File: src/rtl/mem_arb_pkg.sv
// ---------------------------------------------------------------------------
// mem_arb_pkg
//   Shared definitions for the byte-wide memory port arbiter:
//   - state encoding of the access sequencer (IDLE/LO/HI/WAIT/DONE)
//   - requester identifiers (instruction fetch / load-store)
//   - byte-load extension helper
// ---------------------------------------------------------------------------
package mem_arb_pkg;

    localparam logic [2:0] ST_IDLE_ENC = 3'd0;
    localparam logic [2:0] ST_LO_ENC   = 3'd1;
    localparam logic [2:0] ST_HI_ENC   = 3'd2;
    localparam logic [2:0] ST_WAIT_ENC = 3'd3;
    localparam logic [2:0] ST_DONE_ENC = 3'd4;

    typedef enum logic [2:0] {
        ST_IDLE = ST_IDLE_ENC,
        ST_LO   = ST_LO_ENC,
        ST_HI   = ST_HI_ENC,
        ST_WAIT = ST_WAIT_ENC,
        ST_DONE = ST_DONE_ENC
    } arb_state_t;

    localparam logic REQ_IF = 1'b0;
    localparam logic REQ_LS = 1'b1;

    // Widen a loaded byte to 16 bits; sign bit only replicated when sgn is set.
    function automatic logic [15:0] extend_byte(input logic [7:0] b, input logic sgn);
        return {{8{b[7] & sgn}}, b};
    endfunction

endpackage

File: src/rtl/mem_arb_pick.sv
// ---------------------------------------------------------------------------
// mem_arb_pick
//   Combinational winner select between instruction fetch and load/store.
//   Build option MEM_ARB_ROUND_ROBIN_EN:
//     undefined : fixed priority, LS beats IF on a tie
//     defined   : on a tie the requester not granted last time wins
//   A lone requester always wins.
// Ports
//   last_grant  in  1  id of the previous winner (round-robin build only)
//   if_req      in  1  fetch request
//   ls_req      in  1  load/store request
//   grant_valid out 1  at least one requester is asking
//   grant_id    out 1  winning requester (REQ_IF / REQ_LS)
// ---------------------------------------------------------------------------
module mem_arb_pick
    import mem_arb_pkg::*;
(
`ifdef MEM_ARB_ROUND_ROBIN_EN
    input  logic last_grant,
`endif
    input  logic if_req,
    input  logic ls_req,
    output logic grant_valid,
    output logic grant_id
);

    // Winner selection; tie policy depends on the build option.
    always_comb begin
        grant_valid = if_req | ls_req;
        grant_id    = REQ_IF;
        if (if_req && ls_req) begin
`ifdef MEM_ARB_ROUND_ROBIN_EN
            if (last_grant == REQ_IF) begin
                grant_id = REQ_LS;
            end else begin
                grant_id = REQ_IF;
            end
`else
            grant_id = REQ_LS;
`endif
        end else if (ls_req) begin
            grant_id = REQ_LS;
        end else begin
            grant_id = REQ_IF;
        end
    end

endmodule

File: src/rtl/mem_port_arbiter.sv
// ---------------------------------------------------------------------------
// mem_port_arbiter
//   Shares one byte-wide single-port memory between instruction fetch (IF)
//   and load/store (LS). Each 16-bit access is split into two byte cycles,
//   little-endian (low byte at addr, high byte at addr+1, wrapping).
//   Sequences: word read LO,HI,WAIT,DONE; byte read LO,WAIT,DONE;
//              word write LO,HI,DONE; byte write LO,DONE.
//   Build option MEM_ARB_ROUND_ROBIN_EN selects round-robin tie breaking
//   (last_grant register) instead of fixed LS-over-IF priority.
// Ports
//   clk, reset                 clock / synchronous active-high reset
//   if_req, if_addr            fetch request and byte address
//   if_rdata, if_done          fetched word, one-cycle completion pulse
//   ls_req, ls_we, ls_byte,    load/store request, store, byte access,
//   ls_signed, ls_addr,        byte-load sign extend, address,
//   ls_wdata                   store data
//   ls_rdata, ls_done          load result, one-cycle completion pulse
//   mem_en, mem_we, mem_addr,  memory strobe, write enable, byte address,
//   mem_wdata, mem_rdata       write byte, read byte (1-cycle latency)
//   busy                       high whenever not IDLE
// ---------------------------------------------------------------------------
module mem_port_arbiter
    import mem_arb_pkg::*;
#(
    parameter int ADDR_W = 16
) (
    input  logic              clk,
    input  logic              reset,
    input  logic              if_req,
    input  logic [ADDR_W-1:0] if_addr,
    output logic [15:0]       if_rdata,
    output logic              if_done,
    input  logic              ls_req,
    input  logic              ls_we,
    input  logic              ls_byte,
    input  logic              ls_signed,
    input  logic [ADDR_W-1:0] ls_addr,
    input  logic [15:0]       ls_wdata,
    output logic [15:0]       ls_rdata,
    output logic              ls_done,
    output logic              mem_en,
    output logic              mem_we,
    output logic [ADDR_W-1:0] mem_addr,
    output logic [7:0]        mem_wdata,
    input  logic [7:0]        mem_rdata,
    output logic              busy
);

    localparam logic [ADDR_W-1:0] ADDR_ONE = {{(ADDR_W-1){1'b0}}, 1'b1};

    arb_state_t        state_r;
    arb_state_t        state_next_s;

    // Latched transaction attributes and their next values.
    logic [ADDR_W-1:0] addr_r,   addr_next_s;
    logic              we_r,     we_next_s;
    logic              byte_r,   byte_next_s;
    logic              signed_r, signed_next_s;
    logic [15:0]       wdata_r,  wdata_next_s;
    logic              owner_r,  owner_next_s;

    logic              grant_valid_s;
    logic              grant_id_s;

    logic [7:0]        lo_byte_r;

    logic              access_next_s;
    logic [ADDR_W-1:0] mem_addr_next_s;
    logic [7:0]        mem_wdata_next_s;

    logic              mem_en_r;
    logic              mem_we_r;
    logic [ADDR_W-1:0] mem_addr_r;
    logic [7:0]        mem_wdata_r;
    logic              busy_r;
    logic              if_done_r;
    logic              ls_done_r;
    logic [15:0]       if_rdata_r;
    logic [15:0]       ls_rdata_r;

`ifdef MEM_ARB_ROUND_ROBIN_EN
    logic              last_grant_r;
`endif

    mem_arb_pick u_pick (
`ifdef MEM_ARB_ROUND_ROBIN_EN
        .last_grant  (last_grant_r),
`endif
        .if_req      (if_req),
        .ls_req      (ls_req),
        .grant_valid (grant_valid_s),
        .grant_id    (grant_id_s)
    );

    // Next-state logic and capture of the winner's request in IDLE.
    always_comb begin
        state_next_s  = state_r;
        addr_next_s   = addr_r;
        we_next_s     = we_r;
        byte_next_s   = byte_r;
        signed_next_s = signed_r;
        wdata_next_s  = wdata_r;
        owner_next_s  = owner_r;
        case (state_r)
            ST_IDLE: begin
                if (grant_valid_s) begin
                    state_next_s = ST_LO;
                    owner_next_s = grant_id_s;
                    if (grant_id_s == REQ_LS) begin
                        addr_next_s   = ls_addr;
                        we_next_s     = ls_we;
                        byte_next_s   = ls_byte;
                        signed_next_s = ls_signed;
                        wdata_next_s  = ls_wdata;
                    end else begin
                        // Fetch is always a word read.
                        addr_next_s   = if_addr;
                        we_next_s     = 1'b0;
                        byte_next_s   = 1'b0;
                        signed_next_s = 1'b0;
                        wdata_next_s  = 16'h0000;
                    end
                end else begin
                    state_next_s = ST_IDLE;
                end
            end
            ST_LO: begin
                if (!byte_r) begin
                    state_next_s = ST_HI;
                end else if (!we_r) begin
                    state_next_s = ST_WAIT;
                end else begin
                    state_next_s = ST_DONE;
                end
            end
            ST_HI: begin
                if (we_r) begin
                    state_next_s = ST_DONE;
                end else begin
                    state_next_s = ST_WAIT;
                end
            end
            ST_WAIT: state_next_s = ST_DONE;
            ST_DONE: state_next_s = ST_IDLE;
            default: state_next_s = ST_IDLE;
        endcase
    end

    // Memory-side values for the coming cycle, decoded from the next state.
    always_comb begin
        access_next_s    = 1'b0;
        mem_addr_next_s  = {ADDR_W{1'b0}};
        mem_wdata_next_s = 8'h00;
        case (state_next_s)
            ST_LO: begin
                access_next_s    = 1'b1;
                mem_addr_next_s  = addr_next_s;
                mem_wdata_next_s = wdata_next_s[7:0];
            end
            ST_HI: begin
                // Address wraps naturally at the top of the space.
                access_next_s    = 1'b1;
                mem_addr_next_s  = addr_next_s + ADDR_ONE;
                mem_wdata_next_s = wdata_next_s[15:8];
            end
            default: begin
                access_next_s    = 1'b0;
                mem_addr_next_s  = {ADDR_W{1'b0}};
                mem_wdata_next_s = 8'h00;
            end
        endcase
    end

    // State register and latched transaction attributes.
    always_ff @(posedge clk) begin
        if (reset) begin
            state_r  <= ST_IDLE;
            addr_r   <= {ADDR_W{1'b0}};
            we_r     <= 1'b0;
            byte_r   <= 1'b0;
            signed_r <= 1'b0;
            wdata_r  <= 16'h0000;
            owner_r  <= REQ_IF;
        end else begin
            state_r  <= state_next_s;
            addr_r   <= addr_next_s;
            we_r     <= we_next_s;
            byte_r   <= byte_next_s;
            signed_r <= signed_next_s;
            wdata_r  <= wdata_next_s;
            owner_r  <= owner_next_s;
        end
    end

`ifdef MEM_ARB_ROUND_ROBIN_EN
    // Remember the most recent winner for round-robin tie breaking.
    always_ff @(posedge clk) begin
        if (reset) begin
            last_grant_r <= REQ_IF;
        end else if ((state_r == ST_IDLE) && grant_valid_s) begin
            last_grant_r <= grant_id_s;
        end else begin
            last_grant_r <= last_grant_r;
        end
    end
`endif

    // Registered control outputs, produced one cycle ahead from next state.
    always_ff @(posedge clk) begin
        if (reset) begin
            mem_en_r    <= 1'b0;
            mem_we_r    <= 1'b0;
            mem_addr_r  <= {ADDR_W{1'b0}};
            mem_wdata_r <= 8'h00;
            busy_r      <= 1'b0;
            if_done_r   <= 1'b0;
            ls_done_r   <= 1'b0;
        end else begin
            mem_en_r    <= access_next_s;
            mem_we_r    <= access_next_s & we_next_s;
            mem_addr_r  <= mem_addr_next_s;
            mem_wdata_r <= mem_wdata_next_s;
            busy_r      <= (state_next_s != ST_IDLE);
            if_done_r   <= (state_next_s == ST_DONE) && (owner_next_s == REQ_IF);
            ls_done_r   <= (state_next_s == ST_DONE) && (owner_next_s == REQ_LS);
        end
    end

    // Read assembly: low byte arrives during HI, final byte during WAIT.
    always_ff @(posedge clk) begin
        if (reset) begin
            lo_byte_r  <= 8'h00;
            if_rdata_r <= 16'h0000;
            ls_rdata_r <= 16'h0000;
        end else begin
            if ((state_r == ST_HI) && !we_r) begin
                lo_byte_r <= mem_rdata;
            end else begin
                lo_byte_r <= lo_byte_r;
            end
            if ((state_r == ST_WAIT) && (owner_r == REQ_IF)) begin
                if_rdata_r <= {mem_rdata, lo_byte_r};
            end else begin
                if_rdata_r <= if_rdata_r;
            end
            if ((state_r == ST_WAIT) && (owner_r == REQ_LS)) begin
                ls_rdata_r <= byte_r ? extend_byte(mem_rdata, signed_r)
                                     : {mem_rdata, lo_byte_r};
            end else begin
                ls_rdata_r <= ls_rdata_r;
            end
        end
    end

    // Strobe is also blocked during reset so an aborted access never writes.
    assign mem_en    = mem_en_r & ~reset;
    assign mem_we    = mem_we_r;
    assign mem_addr  = mem_addr_r;
    assign mem_wdata = mem_wdata_r;
    assign busy      = busy_r;
    assign if_done   = if_done_r;
    assign ls_done   = ls_done_r;
    assign if_rdata  = if_rdata_r;
    assign ls_rdata  = ls_rdata_r;

endmodule
File: config.mk
export PLATFORM = sky130hd
export DESIGN_NAME = mem_port_arbiter
export DESIGN_NICKNAME = d
export VERILOG_FILES = /design/src/rtl/mem_arb_pkg.sv /design/src/rtl/mem_arb_pick.sv /design/src/rtl/mem_port_arbiter.sv
export SDC_FILE = /design/constraint.sdc
export NUM_CORES = 1
export LEC_CHECK = 0
export CAP_MARGIN = 0
export CORE_ASPECT_RATIO = 1.1
export CORE_UTILIZATION = 54
export CTS_BUF_LIST = sky130_fd_sc_hd__clkbuf_2 sky130_fd_sc_hd__clkbuf_4 sky130_fd_sc_hd__clkbuf_8
export CTS_CLUSTER_DIAMETER = 30
export DETAILED_ROUTE_END_ITERATION = 12
export PLACE_DENSITY = 0.88
export SLEW_MARGIN = 20
export SYNTH_ARGS = -nofsm -noshare
export SYNTH_HDL_FRONTEND = slang
export SYNTH_HIERARCHICAL = 1
export SYNTH_SLANG_ARGS = --single-unit
File: constraint.sdc
create_clock -name clk -period 6.41 [get_ports clk]
set_clock_uncertainty 0.2 [all_clocks]
set_input_delay 0.9615 -clock clk [delete_from_list [all_inputs] [get_ports clk]]
set_output_delay 0.9615 -clock clk [all_outputs]
set_load 0.01 [all_outputs]
* Yosys cells after proc, flatten, opt, wreduce, memory -nomap -nowiden
Cells that the tools add are included.
** Cells by class
- Add/subtract/negate cells :: 1
- Equality and inequality tests :: 6
- Multiplexer cells :: 23
- Bitwise logic cells :: 7
- Reduce and logical (&&, ||, !) cells :: 11
** Operators by type and width (number)
- 16-bit 2-to-1 mux :: 7
- 16-bit one-hot mux with 2 select lines :: 1
- 16-bit by 1-bit adder with 16-bit output, second input constant :: 1
- 8-bit one-hot mux with 2 select lines :: 1
- 3-bit one-hot mux with 4 select lines :: 1
- 1-bit 2-to-1 mux :: 11
- 3-bit by 2-bit == test with 1-bit output, second input constant :: 3
- 3-bit by 1-bit == test with 1-bit output, second input constant :: 2
- 1-bit logical AND :: 6
- 3-bit 2-to-1 mux :: 2
- 1-bit bitwise AND :: 3
- 3-bit == test, second input constant :: 1
- 3-bit logical NOT :: 1
- 1-bit inverter :: 3
- 3-bit nonzero test :: 1
- 2-bit AND reduction :: 1
- 2-bit OR reduction :: 1
- 1-bit logical NOT :: 1
- 1-bit bitwise OR :: 1
** Word-level totals
- Register bits after elaboration :: 108
- Bits of input ports :: 63
- Output and inout bits :: 61

* Longest topological paths before layout
- Depth in word-level cells :: 7
- Gate-level depth with buffers :: 13

* Modules after synthesis
The synthesis kept the hierarchy.
** By module, submodules not included
- mem_port_arbiter :: instances 1, cells an instance 528, area each 4499.3 um^2, sequential area each 2162.1 um^2
- mem_arb_pick :: instances 1, cells an instance 2, area each 10.0 um^2, sequential area each 0.0 um^2

* Worst setup path before layout
Ideal clock, no wire load.
- Path type :: input-to-reg
- From :: in ls_req
- To :: reg mem_addr_r[12] (netlist: mem_addr[12])
- Library setup time :: 0.134 ns
- Arrival time :: 2.991 ns
- Required time :: 6.076 ns
- Setup slack :: 3.085 ns
- Stages :: 11
- Path through :: or2_1 or4b_4 buf_6 buf_6 buf_6 o21ai_0 ha_1 o2111a_1 nand3_1 xnor2_1 o22ai_1
** On the way
- Cells in the longest elaborated chain, start to end :: 7
** RTL lines
- start, declared :: RTL line mem_port_arbiter.sv:33 : input logic ls_req,
- 1-bit 2-to-1 mux / 1-bit logical AND (equally long branches) :: RTL line mem_arb_pick.sv:41, mem_arb_pick.sv:31
- 1-bit 2-to-1 mux :: RTL line mem_arb_pick.sv:31 : if (if_req && ls_req) begin
- 16-bit 2-to-1 mux :: RTL line mem_port_arbiter.sv:109 : if (grant_id_s == REQ_LS) begin
- 16-bit 2-to-1 mux (*) :: RTL line mem_port_arbiter.sv:106 : if (grant_valid_s) begin
- 16-bit 2-to-1 mux (*) :: RTL line mem_port_arbiter.sv:104 : case (state_r)
- named net addr_next_s[0] :: RTL line mem_port_arbiter.sv:55 : logic [ADDR_W-1:0] addr_r, addr_next_s;
- 16-bit by 1-bit adder with 16-bit output (*) :: RTL line mem_port_arbiter.sv:163 : mem_addr_next_s = addr_next_s + ADDR_ONE;
- 16-bit one-hot mux with 2 select lines (*) :: RTL line mem_port_arbiter.sv:154 : case (state_next_s)
- end signal, assigned :: RTL line mem_port_arbiter.sv:213 : mem_addr_r <= {ADDR_W{1'b0}};
- end signal, assigned :: RTL line mem_port_arbiter.sv:221 : mem_addr_r <= mem_addr_next_s;
- end, declared :: RTL line mem_port_arbiter.sv:73 : logic [ADDR_W-1:0] mem_addr_r;
The timed path passes the listed nets; every way through them passes the cells marked *.
A chain may end at the register's enable or synchronous reset.

* Worst setup path after layout
- From :: in ls_req
- To :: reg mem_addr_r[12] (netlist: mem_addr[12])
** RTL lines
- 1-bit bitwise OR :: RTL line mem_arb_pick.sv:29 : grant_valid = if_req | ls_req;
- named net grant_valid_s :: RTL line mem_port_arbiter.sv:62 : logic grant_valid_s;
- 16-bit 2-to-1 mux :: RTL line mem_port_arbiter.sv:106
- 16-bit 2-to-1 mux :: RTL line mem_port_arbiter.sv:104
- named net addr_next_s[1] :: RTL line mem_port_arbiter.sv:55
- 16-bit by 1-bit adder with 16-bit output :: RTL line mem_port_arbiter.sv:163
- 16-bit one-hot mux with 2 select lines :: RTL line mem_port_arbiter.sv:154
The timed path passes the listed nets, and every way through them passes these cells.

==> results.md <==
* Max-slew violations at 0
* RR Endpoint: mem_addr[12]
* Skew-Pair Late Insertion Delay at approximately 0.37 ns
* Cell Rows at 34
* CP Capture Type: flop
* Internal reg-to-reg setup slack at between 3 and 4 ns
* GRT busiest layer: met2
* Number of synthesis warnings at 6
* Most common cell in the synthesized netlist: dfxtp_1
* CP required at 6.44 ns
* Relative slew slack at 0.380
* Post-detailed-route count of antenna-violating nets at 0
* GRT met2 Usage at 0.451
* # fillers at 616
* Non-Filler Instances at about 740
* Power Total at approximately 1.5 mW
* Fmax at between 200 and 300 MHz
* Setup TNS at 0 ns
* Vias in the first global route at roughly 4000
* Crit path launch type: input port
* Residual DRC count at 0
* Dpl hpwl at between 8000 and 9000 um
* Layout cells sized above 1 at 0.0586
* Mean Syn Cell Area at roughly 8.5 sq um
* Status: finished, final reports clean
* VDD IR max at 0.000192 V
* DRT iter0 DRCs at 274
* Max Root-Sink Buffers at 2
* Hold_buf cts at 0
* Wire per inst at roughly 16 um
* First-pass GRT wire length at 18500 um
* Initial antenna violation count at 0
* Crit path max fanout at 57
* Diodes inserted at 0
* Met3 usage in global routing at 0.0380
* Crit Path Category: input port to flop
* Cells after Synth at 530
* RSZ-0062 raised after global routing: false
* Pre-CTS WS at 2.16 ns
* RR Startpoint: state_r[0]
* Crit path from: ls_req
* Fin Hold WS at between 0.2 and 0.3 ns
* Syn nets at 594
* Post-synth design cell area at 0.00451 sq mm
* WL final at 11800 um
* Cells resized by post-CTS repair at 0
* Main area contributors after synthesis: dfxtp_1, nand2_1, a21oi_1
* Area growth from synthesis to layout at 30.7%
* EDFF count, synth at 0
* # setup viols final at 0
* Total gr overflow at 0
* Post-synth top area share at 0.479
* H-tree lvl count at 3
* Cells after DPL at 723
* #FFs+latches synth at 108
* Yosys top cell by area: dfxtp_1
* Gp weighted congestion at between 0.8 and 0.9
* Worst Hold Class: flop to flop
* CTS Buf Count at 9
* CP arrival at between 3 and 4 ns
* CTS tree: built
* Final worst setup slack at 2.47 ns
* Hold Crit Depth at 2
* Pwr/cell area at 260 mW/mm^2
* Period Utilization, post-route at 0.614
* Hold path start: ls_rdata[15]
* CTS clk-pin slew, worst paths at approximately 0.1 ns
* Port bufs at about 120
* DR vias at approximately 4200
* Final net count at a little under 700
* Initial core utilization at 0.564
* CTS sink cnt at approximately 110
* Synth cell types at between 40 and 50
* Hold Fails Final Rpt at 0
* Cells on worst reg2reg path at 9
* First drt pass iteration count at 5
* Ys async rst share at 0
* Pleak at ~2.1 nW
* Top FF cell, synth: dfxtp_1
* Max-cap violations at 0
* Setup Buffers After CTS at 0
* Post-layout min period at just under 4 ns
* Largest net degree at the start of global routing at 63
* I/O pin total at roughly 120
* Die Wd at 89.1 um
* Register area share after synthesis at 0.479
* Core box area at ~0.008 sq mm
* Synth cell count leaders: dfxtp_1, nand2_1, a21oi_1
* Worst-Margin Slew at 0.927 ns
* Root Driver: clkbuf_8
* Die height at between 90 and 100 um
* Hold Path Sink: ls_rdata[15]
* Total Routing Usage GR at 0.271
* Die area at between 0.008 and 0.009 sq mm
* Global Route met1 Usage at 0.333
* Vias per std cell at 5.72
[cell type report]
class / instances / area [sq um] / area share
sequential: 108 / 2160 / 0.367
multi-input combinational: 377 / 2130 / 0.361
inverter: 4 / 15.0 / 0.00255
timing repair buffer: 126 / 1240 / 0.211
clock buffer: 9 / 124 / 0.0210
clock inverter: 7 / 85.1 / 0.0144
tap: 108 / 135 / 0.0229
[per-layer routing]
| layer | share of wire | wire length (um) |
|---|---|---|
| met1 | 0.41 | 4880 |
| met3 | 0.053 | 627 |
| met5 | 0 | 0 |
| met4 | 0.038 | 446 |
| met2 | 0.49 | 5820 |
[flip-flops by register name, indices dropped and copies added, names as in the netlist, 3 cells and up]
name / flops
addr_r: 16
if_rdata: 16
lo_byte_r: 8
ls_rdata: 16
mem_addr: 16
mem_wdata: 8
state_r: 3
wdata_r: 16
[cell families (layout without fill, tap and decap cells)]
| family | Yosys count | in the layout | share of synthesized area |
|---|---|---|---|
| xor+xnor | 10 | 10 | 0.0194 |
| buf+inv | 45 | 146 | 0.0497 |
| compound gates | 126 | 126 | 0.167 |
| simple gates | 211 | 211 | 0.216 |
| mux | 29 | 29 | 0.0660 |
| flops | 108 | 108 | 0.479 |
| fa+ha+maj | 1 | 1 | 0.00277 |
[how the worst max path moves through the flow]
stage / end / slack, ns
after floorplan: mem_addr[12] / 3.09
after global placement: mem_addr[12] / 2.33
after detailed placement: mem_addr[12] / 2.16
after CTS: mem_addr[12] / 2.53
after global routing: mem_addr[12] / 2.30
final: mem_addr[12] / 2.47
[power by group]
group          total [mW]  switching (mW)  leakage [nW]  internal (mW)
combinational       0.343           0.189          1.13          0.154
clock               0.433           0.245        0.0995          0.187
sequential          0.759          0.0352         0.879          0.724
total                1.53           0.470          2.11           1.07
[metrics by stage]
step	util	area, sq um
3_5_place_dp	0.710	5680
6_report	0.737	5890
2_1_floorplan	-	4510
3_3_place_gp	0.710	5680
4_1_cts	0.736	5890
5_1_grt	0.737	5890
[cell usage in the layout, fill, tap and decap left out, drive strengths merged, types with 2 or more instances in the layout]
cell type and instances:
a31oi 8, clkinvlp 2, or2 2, a22o 2, and3 9, clkbuf 9
dfxtp 108, nor3 4, o22ai 13, mux2i 23, clkinv 2, nand4b 4
mux2 6, nand3 24, a21oi 65, clkdlybuf4s50 121, o21ai 14, nand4 3
nor2 58, nand2b 10, nand3b 3, nor2b 2, xnor2 7, nand2 87
a211oi 17, inv 6, xor2 3, buf 5
[critical path, cell delays in order]
cell,delay [ns]
buf_2,0.07
buf_4,0.46
or2_1,0.26
or4b_4,0.77
nor2_1,0.23
a21oi_1,0.09
inv_1,0.10
ha_1,0.25
o2111a_1,0.35
nand3_1,0.13
xnor2_1,0.17
o22ai_1,0.10
Note: power is estimated with default switching activity, not from simulation.
